==> config.mk <==
export PLATFORM = sky130hd
export DESIGN_NAME = rx_pkt_parser
export DESIGN_NICKNAME = d
export VERILOG_FILES = /design/src/rtl/pkt_pkg.sv /design/src/rtl/rx_pkt_chk.sv /design/src/rtl/rx_pkt_parser.sv
export SDC_FILE = /design/constraint.sdc
export NUM_CORES = 1
export LEC_CHECK = 0
export CORE_UTILIZATION = 40
export CTS_BUF_LIST = sky130_fd_sc_hd__clkbuf_4
export DETAILED_ROUTE_END_ITERATION = 10
export GPL_TIMING_DRIVEN = 0
export PLACE_DENSITY_LB_ADDON = 0.05
export SYNTH_ARGS = -nofsm -noshare
export SYNTH_HDL_FRONTEND = slang
export SYNTH_HIERARCHICAL = 1
export SYNTH_SLANG_ARGS = --single-unit
==> constraint.sdc <==
create_clock -name clk -period 7.64 [get_ports clk]
set_clock_uncertainty 0.15 [all_clocks]
set_input_delay 1.146 -clock clk [delete_from_list [all_inputs] [get_ports clk]]
set_output_delay 1.146 -clock clk [all_outputs]
set_load 0.01 [all_outputs]
==> src/rtl/pkt_pkg.sv <==
// Shared constants, word layout and FSM states for the receive packet parser.
// The optional trailing checksum word is enabled by RX_PKT_CHECKSUM_EN.
package pkt_pkg;

    localparam logic [2:0] PKT_HB   = 3'b000;
    localparam logic [2:0] PKT_CH   = 3'b001;
    localparam logic [2:0] PKT_TS   = 3'b100;
    localparam logic [2:0] PKT_DATA = 3'b101;

    localparam logic [2:0] HB_WORDS       = 3'd6;
    localparam logic [2:0] CH_WORDS       = 3'd3;
    localparam logic [2:0] TS_WORDS       = 3'd4;
    localparam logic [2:0] DATA_HDR_WORDS = 3'd3;

    localparam logic [2:0] IDX_SRC  = 3'd1;
    localparam logic [2:0] IDX_DEST = 3'd2;
    localparam logic [2:0] IDX_HOPS = 3'd2;
    localparam logic [2:0] IDX_EMAX = 3'd3;
    localparam logic [2:0] IDX_EMIN = 3'd4;
    localparam logic [2:0] IDX_ETHR = 3'd5;
    localparam logic [2:0] IDX_CH   = 3'd2;
    localparam logic [2:0] IDX_TS   = 3'd3;

    typedef enum logic [1:0] {
        S_IDLE,
        S_BODY,
        S_DRAIN,
        S_COMMIT
    } state_e;

    function automatic logic is_supported(input logic [2:0] t);
        return (t == PKT_HB) || (t == PKT_CH) ||
               (t == PKT_TS) || (t == PKT_DATA);
    endfunction

    // Index of the final word; DATA never ends inside the body walk.
    function automatic logic [2:0] last_idx(input logic [2:0] t,
                                            input logic       ck);
        logic [2:0] r;
        r = 3'd7;
        case (t)
            PKT_HB:  r = HB_WORDS - 3'd1 + {2'b00, ck};
            PKT_CH:  r = CH_WORDS - 3'd1 + {2'b00, ck};
            PKT_TS:  r = TS_WORDS - 3'd1 + {2'b00, ck};
            default: r = 3'd7;
        endcase
        return r;
    endfunction

endpackage

==> src/rtl/rx_pkt_chk.sv <==
// Running XOR of packet words; o_match flags that the current word
// equals the XOR of all preceding words of the packet.
module rx_pkt_chk (
    input  logic        clk,
    input  logic        rst,
    input  logic        i_en,
    input  logic        i_sop,
    input  logic [15:0] i_data,
    output logic        o_match
);

    logic [15:0] r_acc;

    always_ff @(posedge clk or posedge rst) begin
        if (rst) begin
            r_acc <= 16'h0000;
        end else if (i_en) begin
            r_acc <= i_sop ? i_data : (r_acc ^ i_data);
        end
    end

    assign o_match = (r_acc == i_data);

endmodule

==> src/rtl/rx_pkt_parser.sv <==
// Receive packet parser feeding the node-info block.
// Define RX_PKT_CHECKSUM_EN to require a trailing XOR checksum word.
module rx_pkt_parser
    import pkt_pkg::*;
#(
    parameter logic [15:0] MY_NODE_ID     = 16'h000C,
    parameter int          DATA_MAX_WORDS = 16
) (
    input  logic        clk,
    input  logic        rst,
    input  logic [15:0] rx_data,
    input  logic        rx_valid,
    input  logic        rx_sop,
    input  logic        rx_last,
    output logic        rx_ready,
    output logic        en_MNI,
    output logic [2:0]  fPktType,
    output logic [15:0] hops,
    output logic [15:0] e_max,
    output logic [15:0] e_min,
    output logic [15:0] e_threshold,
    output logic [15:0] ch_ID,
    output logic [15:0] timeslot,
    output logic        pkt_err
);

`ifdef RX_PKT_CHECKSUM_EN
    localparam logic CK = 1'b1;
`else
    localparam logic CK = 1'b0;
`endif

    state_e      r_state, w_nstate;
    logic        r_rdy;
    logic [2:0]  r_type, w_ntype;
    logic [2:0]  r_cnt, w_ncnt;
    logic        r_dmode, w_ndmode;
    logic        r_pend, w_npend;
    logic [6:0]  r_pay, w_npay;
    logic [15:0] r_sh_hops, r_sh_emax, r_sh_emin;
    logic [15:0] r_sh_ethr, r_sh_ch, r_sh_ts;
    logic        w_xfer, w_ck_ok, w_err, w_commit, w_rej;
    logic [2:0]  w_lidx;
    logic [7:0]  w_paylen;
    logic [15:0] w_hops_in, w_emax_in, w_emin_in;
    logic [15:0] w_ethr_in, w_ch_in, w_ts_in;

    assign rx_ready = r_rdy && (r_state != S_COMMIT);
    assign w_xfer   = rx_valid && rx_ready;
    assign w_lidx   = last_idx(r_type, CK);
    assign w_paylen = {1'b0, r_pay} + {7'd0, ~CK};

    assign w_rej = ((r_cnt == IDX_SRC) && (rx_data == MY_NODE_ID)) ||
                   ((r_cnt == IDX_DEST) &&
                    ((r_type == PKT_TS) || (r_type == PKT_DATA)) &&
                    (rx_data != MY_NODE_ID));

`ifdef RX_PKT_CHECKSUM_EN
    rx_pkt_chk u_chk (
        .clk     (clk),
        .rst     (rst),
        .i_en    (w_xfer),
        .i_sop   (rx_sop),
        .i_data  (rx_data),
        .o_match (w_ck_ok)
    );
`else
    assign w_ck_ok = 1'b1;
`endif

    always_ff @(posedge clk or posedge rst) begin
        if (rst) begin
            r_state <= S_IDLE;
            r_rdy   <= 1'b0;
            r_type  <= 3'd0;
            r_cnt   <= 3'd0;
            r_dmode <= 1'b0;
            r_pend  <= 1'b0;
            r_pay   <= 7'd0;
        end else begin
            r_state <= w_nstate;
            r_rdy   <= 1'b1;
            r_type  <= w_ntype;
            r_cnt   <= w_ncnt;
            r_dmode <= w_ndmode;
            r_pend  <= w_npend;
            r_pay   <= w_npay;
        end
    end

    always_comb begin
        w_nstate = r_state;
        w_ntype  = r_type;
        w_ncnt   = r_cnt;
        w_ndmode = r_dmode;
        w_npend  = r_pend;
        w_npay   = r_pay;
        w_err    = 1'b0;
        w_commit = 1'b0;
        if (r_state == S_COMMIT) begin
            w_nstate = S_IDLE;
        end else if (w_xfer && rx_sop) begin
            // A start word always opens a new packet, aborting any open one.
            w_err    = (r_state != S_IDLE) ||
                       (is_supported(rx_data[15:13]) && rx_last);
            w_ntype  = rx_data[15:13];
            w_ncnt   = 3'd1;
            w_ndmode = 1'b0;
            w_npend  = 1'b0;
            w_npay   = 7'd0;
            if (rx_last) begin
                w_nstate = S_IDLE;
            end else if (is_supported(rx_data[15:13])) begin
                w_nstate = S_BODY;
            end else begin
                w_nstate = S_DRAIN;
            end
        end else if (w_xfer && (r_state == S_BODY)) begin
            w_ncnt = r_cnt + 3'd1;
            if (rx_last && (r_cnt != w_lidx)) begin
                w_err    = 1'b1;
                w_nstate = S_IDLE;
            end else if (w_rej) begin
                w_nstate = S_DRAIN;
            end else if ((r_type == PKT_DATA) &&
                         (r_cnt == DATA_HDR_WORDS - 3'd1)) begin
                w_nstate = S_DRAIN;
                w_ndmode = 1'b1;
            end else if (r_cnt == w_lidx) begin
                if (!rx_last) begin
                    w_nstate = S_DRAIN;
                    w_npend  = 1'b1;
                end else if (w_ck_ok) begin
                    w_commit = 1'b1;
                    w_nstate = S_COMMIT;
                end else begin
                    w_err    = 1'b1;
                    w_nstate = S_IDLE;
                end
            end
        end else if (w_xfer && (r_state == S_DRAIN)) begin
            // r_pend marks an over-long packet: flag it on the extra word.
            w_err   = r_pend;
            w_npend = 1'b0;
            if (r_dmode && (r_pay != 7'h7F)) begin
                w_npay = r_pay + 7'd1;
            end
            if (rx_last) begin
                w_nstate = S_IDLE;
                if (r_dmode) begin
                    if ((w_paylen == 8'd0) || !w_ck_ok ||
                        (w_paylen > 8'(DATA_MAX_WORDS))) begin
                        w_err = 1'b1;
                    end else begin
                        w_commit = 1'b1;
                        w_nstate = S_COMMIT;
                    end
                end
            end
        end
    end

    always_ff @(posedge clk or posedge rst) begin
        if (rst) begin
            r_sh_hops <= 16'h0000;
            r_sh_emax <= 16'h0000;
            r_sh_emin <= 16'h0000;
            r_sh_ethr <= 16'h0000;
            r_sh_ch   <= 16'h0000;
            r_sh_ts   <= 16'h0000;
        end else if (w_xfer && !rx_sop && (r_state == S_BODY)) begin
            if (r_type == PKT_HB) begin
                if (r_cnt == IDX_HOPS) r_sh_hops <= rx_data;
                if (r_cnt == IDX_EMAX) r_sh_emax <= rx_data;
                if (r_cnt == IDX_EMIN) r_sh_emin <= rx_data;
                if (r_cnt == IDX_ETHR) r_sh_ethr <= rx_data;
            end
            if ((r_type == PKT_CH) && (r_cnt == IDX_CH)) r_sh_ch <= rx_data;
            if ((r_type == PKT_TS) && (r_cnt == IDX_TS)) r_sh_ts <= rx_data;
        end
    end

    // A field carried in the final word is taken straight from the bus.
    assign w_hops_in = (r_cnt == IDX_HOPS) ? rx_data : r_sh_hops;
    assign w_emax_in = (r_cnt == IDX_EMAX) ? rx_data : r_sh_emax;
    assign w_emin_in = (r_cnt == IDX_EMIN) ? rx_data : r_sh_emin;
    assign w_ethr_in = (r_cnt == IDX_ETHR) ? rx_data : r_sh_ethr;
    assign w_ch_in   = (r_cnt == IDX_CH)   ? rx_data : r_sh_ch;
    assign w_ts_in   = (r_cnt == IDX_TS)   ? rx_data : r_sh_ts;

    always_ff @(posedge clk or posedge rst) begin
        if (rst) begin
            en_MNI      <= 1'b0;
            pkt_err     <= 1'b0;
            fPktType    <= 3'd0;
            hops        <= 16'h0000;
            e_max       <= 16'h0000;
            e_min       <= 16'h0000;
            e_threshold <= 16'h0000;
            ch_ID       <= 16'h0000;
            timeslot    <= 16'h0000;
        end else begin
            en_MNI  <= w_commit;
            pkt_err <= w_err;
            if (w_commit) begin
                fPktType <= r_type;
                case (r_type)
                    PKT_HB: begin
                        hops <= (w_hops_in == 16'hFFFF) ? 16'hFFFF :
                                (w_hops_in + 16'd1);
                        e_max       <= w_emax_in;
                        e_min       <= w_emin_in;
                        e_threshold <= w_ethr_in;
                    end
                    PKT_CH:  ch_ID    <= w_ch_in;
                    PKT_TS:  timeslot <= w_ts_in;
                    default: ;
                endcase
            end
        end
    end

endmodule

Yosys cells after proc, flatten, opt, wreduce, memory -nomap -nowiden:

Cells that the tools add are included.

* bits in registers: 215
* bits of input ports: 21
* output and inout port bits: 102

* add/subtract/negate cells: 4
* $lt $le $gt $ge: 1
* equal/unequal tests: 30
* muxes and demuxes: 61
* bitwise operators: 1
* reductions and logical operators: 47

Operators by type and width (count)
* $mux 16: 7
* $mux 1: 34
* $mux 7: 4
* $mux 2: 13
* $eq 3x3->1 const B: 6
* $add 16x1->16 const B: 1
* $eq 16x16->1 const B: 1
* $eq 16x4->1 const B: 1
* $logic_and 1x1->1: 16
* $ne 16x4->1 const B: 1
* $reduce_and 2->1: 8
* $ne 3x3->1 const B: 4
* $reduce_bool 2->1: 5
* $eq 3x1->1 const B: 3
* $pmux 3 s3: 1
* $add 7x1->8 const B: 1
* $gt 8x5->1 const B: 1
* $logic_not 8->1: 1
* $reduce_bool 4->1: 2
* $add 7x1->7 const B: 1
* $logic_or 1x1->1: 7
* $ne 7x4->1 const B: 1
* $ne 7x7->1 const B: 1
* $reduce_and 7->1: 1
* other kinds (17): 23

Depth between registers and ports, before layout:

Gate-level depths: netlist of the first run.

* word-level depth: 11
* mapped depth: 16

Worst setup path after synthesis of the first run:

Ideal clock, no wire load.

* kind: register -> register
* start: register r_cnt[0]
* end: register hops[2]
* arrival time: 3.283 ns
* required time: 7.363 ns
* path slack: 4.079 ns
* stages on the path, launching flop included: 17
* path buffers: 5
* clock period less this slack: 3.561 ns
* path through: dfrtp_1 -> inv_1 -> ha_1 -> nand2b_1 -> buf_2 -> buf_4 -> clkbuf_1 -> clkbuf_1 -> nand2_1 -> nand2_1 -> ha_1 -> and4b_1 -> a31oi_1 -> or3_1 -> clkbuf_1 -> o21ai_0 -> mux2_1

* elaborated cells on any way between the ends: 22
* those cells by class: add/sub: 1; eq/ne: 5; mux: 9; reduce/logical: 7

RTL lines
* start, declared: line rx_pkt_parser.sv:36 `logic [2:0] r_cnt, w_ncnt;`
* start signal, assigned: line rx_pkt_parser.sv:84 `r_cnt <= w_ncnt;`
* $eq 3x2->1 (*): line rx_pkt_parser.sv:184 `assign w_hops_in = (r_cnt == IDX_HOPS) ? rx_data : r_sh_hops;`
* $mux 16 (*)
* named net w_hops_in[1]: line rx_pkt_parser.sv:45 `logic [15:0] w_hops_in, w_emax_in, w_emin_in;`
* $add 16x1->16 or $eq 16x16->1 (tied branches): line rx_pkt_parser.sv:210, rx_pkt_parser.sv:209
* $mux 16 (*): line rx_pkt_parser.sv:209 `hops <= (w_hops_in == 16'hFFFF) ? 16'hFFFF :`
* end signal, assigned: line rx_pkt_parser.sv:209
* end, declared: line rx_pkt_parser.sv:18 `output logic [15:0] hops,`

Mark *: on every way through the listed nets, which the timed path passes. The rest lies on a longest branch.
A chain may end at the register's enable or synchronous reset.

Worst setup path after layout of the first run:

* start: register r_cnt[0]
* end: register hops[14]

The elaborated chain is that of the path after synthesis.

==> results.cfg, run 1 <==
[status]
status = completed

[synthesis]
yosysTopAreaCellShare_pct = 52.4
ys_top_cells_by_area = dfrtp_1 (52%), mux2_2 (21%), nand2_1 (4.7%)
synth-seq-cells = 215
async_flop_share_pct = 100
ys_seq_area_share_pct = 52.4
synth_top_cell_by_area = dfrtp_1
synth_edf_count = 0
netlist_instances = 892
mappedNetlistArea_sq_mm = 0.0103
synth_warnings = 6
synth_most_common_cell = dfrtp_1
synth_common_cells = dfrtp_1 (215), mux2_2 (191), nand2_1 (128)
syn_area_per_cell_sq_um = 11.5
dominantRegCellSynth = dfrtp_1
ys_types = 66
synth_nets = 920

[timing]
hold_violations = 0
maxSlewViolCount = 0
setup_violations = 0
setup_slack_ns = 2.78
relSlewSlack_pct = 46.9
worst_pin_slew_ns = 0.793
rsz0062_at_grt = false
min_period_ns = 4.86
min_period_over_period_pct = 63.6
max_freq_mhz = 206

[routing]
dr_total_vias = 7376
drtAntennaViolNets = 0
wire_per_inst_microns = 18.0
drc = 0
vias_per_cell = 5.10
drt-pass1-iter-count = 4
wl_microns = 26000
first_iter_violations = 358

[layout]
fin_area_sq_mm = 0.0127
drive_above_1_share_pct = 28.9
syn_to_final_growth_pct = 23.4
fin_nets = 1106
fin_util_pct = 50.3

[global_routing]
track_usage_pct = 20.6
grt-ovfl-total = 0
first_global_vias = 7435
grt_pass1_wl_microns = 41800
grt_max_degree = 125
antenna_found_initial = 1

[worst_setup_path]
reg2reg_from = r_cnt[0]
critical_path.endpoint = hops[14]
required_ns = 8.02
r2r_cells = 16
reg2reg_to = hops[14]
critPathCaptureType = flip-flop
startpoint_type = flip-flop
worstSetupPathType = reg -> reg
ff2ff_setup_slack_ns = 2.78
crit_start = r_cnt[0]
crit_fanout = 10
cp_data_arrival_time_ns = 5.24

[die]
core-area_sq_mm = 0.0252
start_util_pct = 40.8
die-area_sq_mm = 0.0263
num_io_pins = 123
rows = 58
die_y_microns = 162
die_w_microns = 162

[pwr]
powerDensity_mw_per_mm2 = 220
power.internal_w = 0.00195
power.leakage_nw = 6.07
p_clk_share_pct = 35.4
max-vdd-ir-drop_uv = 115
seqPwrFrac_pct = 45.3
p_sw_share_pct = 29.9
p_comb_share_pct = 19.3
p_switching_w = 0.000834

[worst_hold_path]
hold_path_class = reg -> reg

[clock_tree]
cts_resized = 0
postCtsHoldBufs = 0
clkTransAtPathRegs_ns = 0.06
cts_buffers = 60
clock_latency_ns = 0.68
clock_sinks = 215
htreeDepth = 2
postCtsSetupBuffers = 0
clock_path_buffers = 3
cts-root-buf = clkbuf_4
cts_tree = done

[placed_design]
gp_congestion = 0.858
port_buffers = 122
post-place-ws_ns = 2.93
dpl-instance-area_sq_mm = 0.0120
post-dp-hpwl_microns = 18400

[job]
max_cap_violations = 0
-- through the flow --
step                      total power [W]  hold slack (ns)  cells  setup TNS, ns
final                             0.00279            0.342   1447              0
after floorplan                   0.00163            0.292    892              0
after global placement            0.00182            0.308   1344        -599.47
after CTS                         0.00283            0.331   1446              0
after detailed placement          0.00182            0.314   1346              0
after global routing              0.00296            0.368   1447              0
-- flip-flops by register name, indices dropped and copies added, names as in the netlist, 7 cells and up --
register and count:
e_max 16, r_sh_emin 16, ch_ID 16, r_pay 7, e_threshold 16, r_sh_ch 16
timeslot 16, r_sh_emax 16, r_sh_ethr 16, r_sh_hops 16, e_min 16, hops 16
r_sh_ts 16
-- how the worst min path moves through the flow --
| stage | from | end | slack (ns) | cells after the start |
|---|---|---|---|---|
| after floorplan | r_sh_hops[0] | r_sh_hops[0] | 0.29 | 2 |
| after global placement | r_sh_hops[0] | r_sh_hops[0] | 0.31 | 2 |
| after detailed placement | r_sh_hops[0] | r_sh_hops[0] | 0.31 | 2 |
| after CTS | r_sh_hops[0] | r_sh_hops[0] | 0.33 | 2 |
| after global routing | r_sh_emin[0] | r_sh_emin[0] | 0.37 | 1 |
| final | e_min[11] | e_min[11] | 0.34 | 1 |
-- placed cells by master (no fill, tap or decap), types with 4 or more instances in the layout --
cell             instances
xor2_1                   6
o21ai_0                 67
nand3_1                  7
nor4_1                   4
mux2i_1                 18
nor2_2                   4
nand4_1                  7
nand2b_1                 6
dfrtp_1                215
a31oi_1                  7
nor2_1                  26
clkbuf_4                88
buf_6                    6
clkinv_1                10
inv_1                   44
and4b_1                  5
nand2_1                128
mux2_2                 191
buf_2                    9
clkdlybuf4s50_1        122
nor3_1                   7
a21oi_1                 11
xnor2_1                  4
mux2_1                  10
a211oi_1                 4
ha_1                     7
clkbuf_1                33
and3_1                   4
-- power by group through the flow --
stage / registers, W / logic, W / clock network, W
final: 0.00126 / 0.000538 / 0.000985
after global routing: 0.00127 / 0.000596 / 0.00109
after CTS: 0.00126 / 0.000544 / 0.00103
after detailed placement: 0.00128 / 0.000542 / 0
after global placement: 0.00128 / 0.000538 / 0
after floorplan: 0.00127 / 0.000353 / 0
-- metal layers --
| layer | part of all wire, % | vias up | GRT usage (%) |
|---|---|---|---|
| met4 | 1.8 | 0 | 6.09 |
| met5 | 0 | - | 0 |
| met1 | 48 | 3647 | 29.3 |
| met2 | 46 | 158 | 32.0 |
| li1 | - | 3534 | - |
| met3 | 3.9 | 37 | 3.58 |
-- area by class of cell --
type	instances	area [sq um]
well taps	330	413
clock buffers	88	661
inverters	45	176
clock inverters	12	45.0
multi-input cells	579	4460
diodes	1	2.50
flip-flops and latches	215	5380
plain buffers	53	268
repair buffers	124	1280
fillers	2355	12500
-- worst max-delay path: stages (launching register included) --
cell      delay [ns]
dfrtp_1         0.44
inv_1           0.15
ha_1            0.32
nand2b_1        0.10
buf_2           0.23
buf_4           0.24
clkbuf_1        0.48
clkbuf_1        0.48
nand2_1         0.15
nand2_1         0.11
ha_1            0.21
and4b_1         0.24
a31oi_1         0.15
nor3b_1         0.58
nand4b_1        0.26
xor2_1          0.21
o31a_1          0.24
-- cell families (layout without fill, tap and decap cells) --
| kind of cell | Yosys count | count (layout) | synth area share, % |
|---|---|---|---|
| AOI/OAI and AO/OA | 120 | 120 | 7.47 |
| xor gates and xnor gates | 10 | 10 | 0.852 |
| adders and majority gates | 7 | 7 | 0.852 |
| buffers and inverters | 98 | 322 | 4.25 |
| DFF | 215 | 215 | 52.4 |
| muxes | 219 | 219 | 23.8 |
| other | 1 | 2 | 0.0365 |
| and+or+nand+nor | 222 | 222 | 10.4 |
Note: power is estimated with default switching activity, not from simulation.
==> run 2: changes to the inputs <==
==> constraint.sdc (replaced) <==
create_clock -name clk -period 4.2 [get_ports clk]
set_clock_uncertainty 0.15 [all_clocks]
set_input_delay 0.63 -clock clk [delete_from_list [all_inputs] [get_ports clk]]
set_output_delay 0.63 -clock clk [all_outputs]
set_load 0.01 [all_outputs]
==> run 2 against run 1 <==
Effect of this change: global-route usage up 0.22 points; setup slack lost 2.6 ns; via count rose by 1.7%; die area unchanged; non-clock buffer count grew 1; largest cell class unchanged; sequential share of layout area down 0.39 points; critical path depth fell by 1; final area increased by 0.94%; clock power rose by 99%; sequential power rose by 83%; final cell count grew 0.21%; combinational power grew 81%.
==> results.cfg, run 2 (synthesis results as in run 1) <==
[status]
status = completed

[clock_tree]
clkTransAtPathRegs_ns = 0.06
postCtsHoldBufs = 0
cts_tree = done
cts-root-buf = clkbuf_4
clock_sinks = 215
clock_path_buffers = 3
htreeDepth = 3
cts_buffers = 66
clock_latency_ns = 0.65

[worst_setup_path]
critPathCaptureType = flip-flop
worstSetupPathType = reg -> reg
crit_fanout = 19
required_ns = 4.58
cp_data_arrival_time_ns = 4.39
startpoint_type = flip-flop
crit_start = r_cnt[0]
reg2reg_from = r_cnt[0]

[timing]
rsz0062_at_grt = false
worst_pin_slew_ns = 0.857
min_period_ns = 4.01
maxSlewViolCount = 0
relSlewSlack_pct = 42.7
max_freq_mhz = 249
min_period_over_period_pct = 95.4
hold_violations = 0
setup_violations = 0

[routing]
wire_per_inst_microns = 18.1
drc = 0
drt-pass1-iter-count = 5
vias_per_cell = 5.17
wl_microns = 26300
first_iter_violations = 365
dr_total_vias = 7499
drtAntennaViolNets = 0

[die]
rows = 58
core-area_sq_mm = 0.0252
die_y_microns = 162
num_io_pins = 123
start_util_pct = 40.8
die_w_microns = 162
die-area_sq_mm = 0.0263

[layout]
fin_area_sq_mm = 0.0128
final_cells = 1450
multi_input_area_sq_mm = 0.00448
regArea_sq_mm = 0.00538
syn_to_final_growth_pct = 24.6
nFillCells = 2380
fin_nets = 1113
drive_above_1_share_pct = 29.8
final_common_cell = dfrtp_1
final_cell_mix = dfrtp_1 (215), mux2_2 (191), nand2_1 (128)

[placed_design]
gp_congestion = 0.849
port_buffers = 122
dpl-instance-area_sq_mm = 0.0120
post-dp-hpwl_microns = 18800
dp.cells = 1349

[global_routing]
grt-ovfl-total = 0
grt_max_degree = 41
first_global_vias = 7503
antenna_found_initial = 1
track_usage_pct = 20.8
grt_pass1_wl_microns = 42000

[worst_hold_path]
hold_path_class = reg -> reg
hold_start = r_sh_hops[0]

[pwr]
power.leakage_nw = 6.12
p_total_w = 0.00523
max-vdd-ir-drop_uv = 191
powerDensity_mw_per_mm2 = 409

[job]
max_cap_violations = 0
## run 2: report_power, final
group	internal [W]	leakage (nW)	switching [W]
Combinational	0.000408	2.77	0.000569
Clock	0.00109	0.466	0.000869
Sequential	0.00220	2.89	0.0000957
## run 2: final timing paths
kind	cells after the start	endpoint	slack [ns]
setup / recovery	15	hops[14]	0.19
max in group asynchronous	4	r_sh_ch[13]	2.58
min in group asynchronous	2	r_sh_ts[9]	0.35
hold reg to reg	2	r_sh_hops[0]	0.33
setup reg to reg	15	hops[14]	0.19
hold / removal	2	r_sh_hops[0]	0.33
## run 2: worst max-delay path, stage by stage, from the launching register on
cell and delay, ns:
dfrtp_1 0.43, inv_1 0.15, ha_1 0.31, nand2b_1 0.09, buf_2 0.23, buf_4 0.26, clkbuf_2 0.42, nand2_1 0.13
nand2_1 0.10, ha_1 0.25, and4b_1 0.30, a31oi_4 0.09, nor3b_2 0.34, nand4b_1 0.22, xor2_1 0.19, o31a_1 0.24
## run 2: repair_timing
action	4_1_cts	5_1_grt
endpoints found under the hold margin	0	0
gates resized for setup	4	0
buffers inserted	0	0
endpoints found under the setup margin	12	7
## run 2: cell type report
cell class / instances / share of cell area (%)
Sequential cell: 215 / 42.0
Multi-Input combinational cell: 579 / 35.0
Timing Repair Buffer: 127 / 10.3
Clock buffer: 89 / 5.22
Tap cell: 330 / 3.23
Buffer: 51 / 2.04
Inverter: 45 / 1.35
Clock inverter: 13 / 0.792
Antenna cell: 1 / 0.0196
## run 2: stage by stage
step	hold WS (ns)	TNS [ns]	util, %	setup slack, ns
after floorplan	0.292	0	-	0.622
final	0.326	0	50.8	0.192
after detailed placement	0.311	-3.03	47.7	-0.457
after global routing	0.342	0	50.8	0.00137
after CTS	0.314	0	50.8	0.176
after global placement	0.306	-278.97	47.3	-1.31
## run 2: layer usage
metal	up-vias	wire [microns]	global-route usage (%)
li1	3536	-	-
met1	3733	12300	28.6
met2	173	12300	32.6
met3	57	941	3.65
met4	0	727	8.10
met5	-	0	0
==> RTL edit 1 (settings of run 2) <==
The 4 states of `state_e` get a one-hot encoding in 4 bits.
--- a/src/rtl/pkt_pkg.sv
+++ b/src/rtl/pkt_pkg.sv
@@ -22,9 +22,9 @@
     localparam logic [2:0] IDX_TS   = 3'd3;
 
-    typedef enum logic [1:0] {
-        S_IDLE,
-        S_BODY,
-        S_DRAIN,
-        S_COMMIT
+    typedef enum logic [3:0] {
+        S_IDLE   = 4'b0001,
+        S_BODY   = 4'b0010,
+        S_DRAIN  = 4'b0100,
+        S_COMMIT = 4'b1000
     } state_e;
 
Check against the original RTL: no difference found for any inputs over 4 cycles, from zero or initial values and one cycle with rst high; so few cycles prove little.
==> RTL edit 1 against run 2 <==
Worst hold slack worse by 83 ps; worst setup slack better by 110 ps; non-clock buffer count is 5 higher; wire length is 4.0% higher; highest routed layer unchanged; the run now ends with design-rule violations left; area after synthesis is 5.0% higher; cell area is 3.6% higher; cell count is 1.0% higher; sequential cell count is 2 higher; first-iteration DRC count is 13% higher; global-route usage is 0.25 points lower; count of clock-buffer cells in the layout is 2 lower.
Power is not compared: it rests on default switching activity, and its combinational part moved more than twofold at a synthesized area within 25%.
==> RTL edit 1: results (changes against run 2) <==
grt_use_total_pct: 20.5  # -0.25 points
inverters: 42  # -6.7%
multi_input_gates: 585  # +1.0%
post_cts_buffers: 1  # +1
drc: 9  # +9
port_buffers: 121  # -0.82%
drive_gt1_share_pct: 30.0  # +0.18 points
first_global_vias: 7839  # +4.5%
htree_levels: 2  # -1
numCtsBuffers: 59  # -11%
synthMuxAreaShare_pct: 25.3  # +1.5 points
seq_area_share_pct: 41.0  # -1.1 points
fill_cells: 2445  # +2.7%
use_met1_pct: 29.6  # +0.99 points
synth_cell_types: 72  # +9.1%
cpPeakStageDelay_ps: 470  # +40 ps
synthXorXnorAreaFrac_pct: 0.650  # -0.20 points
place_congestion: 0.828  # -2.4%
yosys-top-cells-area: "dfrtp_1 50%, mux2_2 13%, mux2_4 9.9%, nand2_1 4.2%, o21ai_0 2.4%"
violations: "design-rule violations"
wl_met1_um: 13200  # +7.8%
hold_path_class: "input port to flip-flop"
multiInputGateArea_mm2: 0.00482  # +7.7%
clk_share_pct: 5.42  # -0.60 points
drt_iter0_drc: 411  # +13%
clk_pin_slew_ps: 70
use_met2_pct: 31.2  # -1.4 points
wire_per_inst_um: 18.6  # +2.9%
antenna_cells_inserted: 1  # unchanged
met3_length_um: 1270  # +35%
cp_max_fo: 10  # -9
yosysSeqAreaShare_pct: 50.4  # -2.0 points
drv_slew: 0  # unchanged
dp_cells: 1362  # +0.96%
syn_avg_cell_area_um2: 12.0  # +3.9%
dpl.hpwl_um: 19100  # +1.6%
status: "finished with violations"
arrival_ps: 4360  # -30 ps
yosys-top-cells-count: "216 x dfrtp_1, 129 x mux2_2, 122 x nand2_1"
first_pass_iters: 8  # +3
synth_nets: 929  # +0.98%
viasPerCell: 5.17  # about the same
grt_first_pass_wirelength_um: 44600  # +6.1%
yosys_warnings: 6  # unchanged
synthAdderAreaFrac_pct: 0.812  # -0.040 points
nClkBuffers: 87  # -2.2%
synth-seq-cells: 217  # +0.93%
nets: 1116  # +0.27%
n_all_buffers: 183  # +2.8%
cts-resized-gates: 5  # +1
async_flop_share_pct: 100  # unchanged
synth_compound_area_share_pct: 7.18  # -0.28 points
slew_headroom_pct: 42.3  # -0.38 points
clk_latency_ps: 690  # +40 ps
buffer_area_share_pct: 12.9  # +0.49 points
vias: 7575  # +1.0%
crit_slowest_cell: "dfrtp_2"
dr_wl_met2_um: 12100  # -1.5%
cp_top_family: "simple AND/OR/NAND/NOR gates"
met3_usage_pct: 3.57  # -0.077 points
[RTL edit 1: cell types whose count changed in the layout (fill, tap and decap cells not counted), sizes merged, moves of 6 or more]
| cell | delta |
|---|---|
| nand2 | -6 |
| o21ai | -9 |
| a31oi | +6 |
| clkinv | +7 |
| inv | -7 |
| mux2 | +8 |
| mux2i | -7 |
[RTL edit 1: worst paths after layout]
| path | cells past startpoint | end | start | slack [ps] |
|---|---|---|---|---|
| worst max-delay path | 15 | hops[2] | r_cnt[0] | 300 |
| worst min-delay path | 3 | e_min[14] | rx_data[14] | 240 |
| worst max register to register | 15 | hops[2] | r_cnt[0] | 300 |
| worst min register to register | 1 | e_threshold[0] | e_threshold[0] | 340 |
| max in group asynchronous | 5 | ch_ID[8] | rst | 2380 |
| min in group asynchronous | 2 | r_state[1] | rst | 320 |
[RTL edit 1: power by group through the flow]
stage / clock network [mW] / registers (mW) / logic [mW]
finish: 1.83 / 2.13 / 0.241
global route: 2.01 / 2.13 / 0.271
CTS: 1.91 / 2.13 / 0.247
detailed placement: 0 / 2.17 / 0.246
global placement: 0 / 2.17 / 0.234
floorplan: 0 / 2.16 / 0.143
[RTL edit 1: metrics by stage]
step | utilization (%) | setup WS, ps | hold WS [ps] | cell area [µm²] | setup TNS (ps)
2_1_floorplan | - | 448 | 311 | 10800 | 0
3_3_place_gp | 47.3 | -1320 | 324 | 12400 | -289390
3_5_place_dp | 47.6 | -674 | 333 | 12500 | -7870
4_1_cts | 50.4 | 91.1 | 179 | 13200 | 0
5_1_grt | 50.5 | 1.29 | 196 | 13300 | 0
6_report | 50.5 | 301 | 243 | 13300 | 0
==> RTL edit 2 (settings of run 2) <==
Without the edit above. Add a define of `RX_PKT_CHECKSUM_EN`.
--- a/src/rtl/rx_pkt_parser.sv
+++ b/src/rtl/rx_pkt_parser.sv
@@ -1,4 +1,6 @@
 // Receive packet parser feeding the node-info block.
 // Define RX_PKT_CHECKSUM_EN to require a trailing XOR checksum word.
+`define RX_PKT_CHECKSUM_EN
+
 module rx_pkt_parser
     import pkt_pkg::*;
Behaviour: not the same (Yosys sat finds a counterexample within 10 cycles, from zero or initial values and one cycle with rst high).
==> RTL edit 2 against run 2 <==
Cell area rose by 7.4%; sequential cell count rose by 16; worst setup slack lost 5.6 ps; wire length rose by 21%; synthesized cell count grew 14%; register-to-register slack improved by 130 ps; area after synthesis up 8.2%; power grew 24%; largest cell class unchanged.
==> RTL edit 2: results (changes against run 2) <==
yosysSeqAreaShare_pct: 52.0  # -0.38 points
cp_max_fo: 10  # -9
power.leakage_nw: 6.33  # +3.4%
first_global_vias: 8730  # +16%
grt_use_total_pct: 22.9  # +2.1 points
drt_iter0_drc: 503  # +38%
met3_length_um: 1350  # +43%
holdWs_ps: 286  # -39.6 ps
grt_first_pass_wirelength_um: 49700  # +18%
clk_latency_ps: 670  # +20 ps
synth_nets: 1050  # +14%
dr_wl_met2_um: 14600  # +18%
status: "completed"
drive_gt1_share_pct: 19.9  # -10 points
synth_cell_types: 62  # -6.1%
arrival_ps: 4420  # +30 ps
rrSetupSlack_ps: 320  # +130 ps
met3_usage_pct: 4.00  # +0.35 points
setup.worst_path.start: "rx_data[3]"
yosys-top-cells-area: "dfrtp_1 52%, mux2_2 11%, o21ai_0 5.6%, mux2i_1 5.3%, nand2_1 3.9%"
tightest_slew_ps: 932  # +74.9 ps
irDropWorstVdd_v: 0.000218  # +14%
viasPerCell: 5.26  # +1.6%
fill_cells: 2519  # +5.8%
place_congestion: 0.927  # +9.2%
wl_met1_um: 15000  # +22%
placed_cell_area_mm2: 0.0129  # +7.5%
-- RTL edit 2: layout make-up --
class | instances | area (µm²) | area share, %
flip-flops and latches | 231 | 5780 | 42.1
clock inverters | 23 | 115 | 0.838
multi-input cells | 700 | 4990 | 36.3
plain buffers | 70 | 309 | 2.25
inverters | 17 | 67.6 | 0.492
well taps | 372 | 465 | 3.39
clock buffers | 87 | 653 | 4.75
diodes | 2 | 5.00 | 0.0364
repair buffers | 130 | 1360 | 9.89
-- RTL edit 2: repair_timing --
| item | 4_1_cts | 5_1_grt |
|---|---|---|
| pin swaps | 1 | 1 |
| hold buffers | 0 | 0 |
| endpoints found under the setup margin | 67 | 25 |
| setup buffers | 0 | 3 |
| gates resized for setup | 5 | 5 |
-- RTL edit 2: stage by stage --
| stage | setup TNS [ps] | instances | power [mW] |
|---|---|---|---|
| finish | 0 | 1632 | 6.49 |
| global route | 0 | 1632 | 6.88 |
| CTS | 0 | 1628 | 6.57 |
| detailed placement | -72640 | 1520 | 4.57 |
| global placement | -351460 | 1515 | 4.55 |
| floorplan | 0 | 1021 | 3.83 |
-- RTL edit 2: kinds of logic (layout without fill, tap and decap cells) --
kind of cell    after synthesis  after routing  share of synthesized area (%)
mux                         180            180                           17.9
flops                       231            231                           52.0
buf+inv                      90            327                           3.41
compound gates              226            226                           12.0
other cells                   1              3                         0.0337
fa+ha+maj                     8              8                          0.900
simple gates                256            256                           11.5
xor+xnor                     29             29                           2.28
-- RTL edit 2: power breakdown --
| group | leakage (nW) | internal, mW | total, mW | switching, mW |
|---|---|---|---|---|
| Clock | 0.446 | 0.972 | 1.94 | 0.970 |
| Combinational | 2.74 | 0.846 | 1.77 | 0.920 |
| Sequential | 3.15 | 2.54 | 2.78 | 0.238 |
| Total | 6.33 | 4.36 | 6.49 | 2.13 |
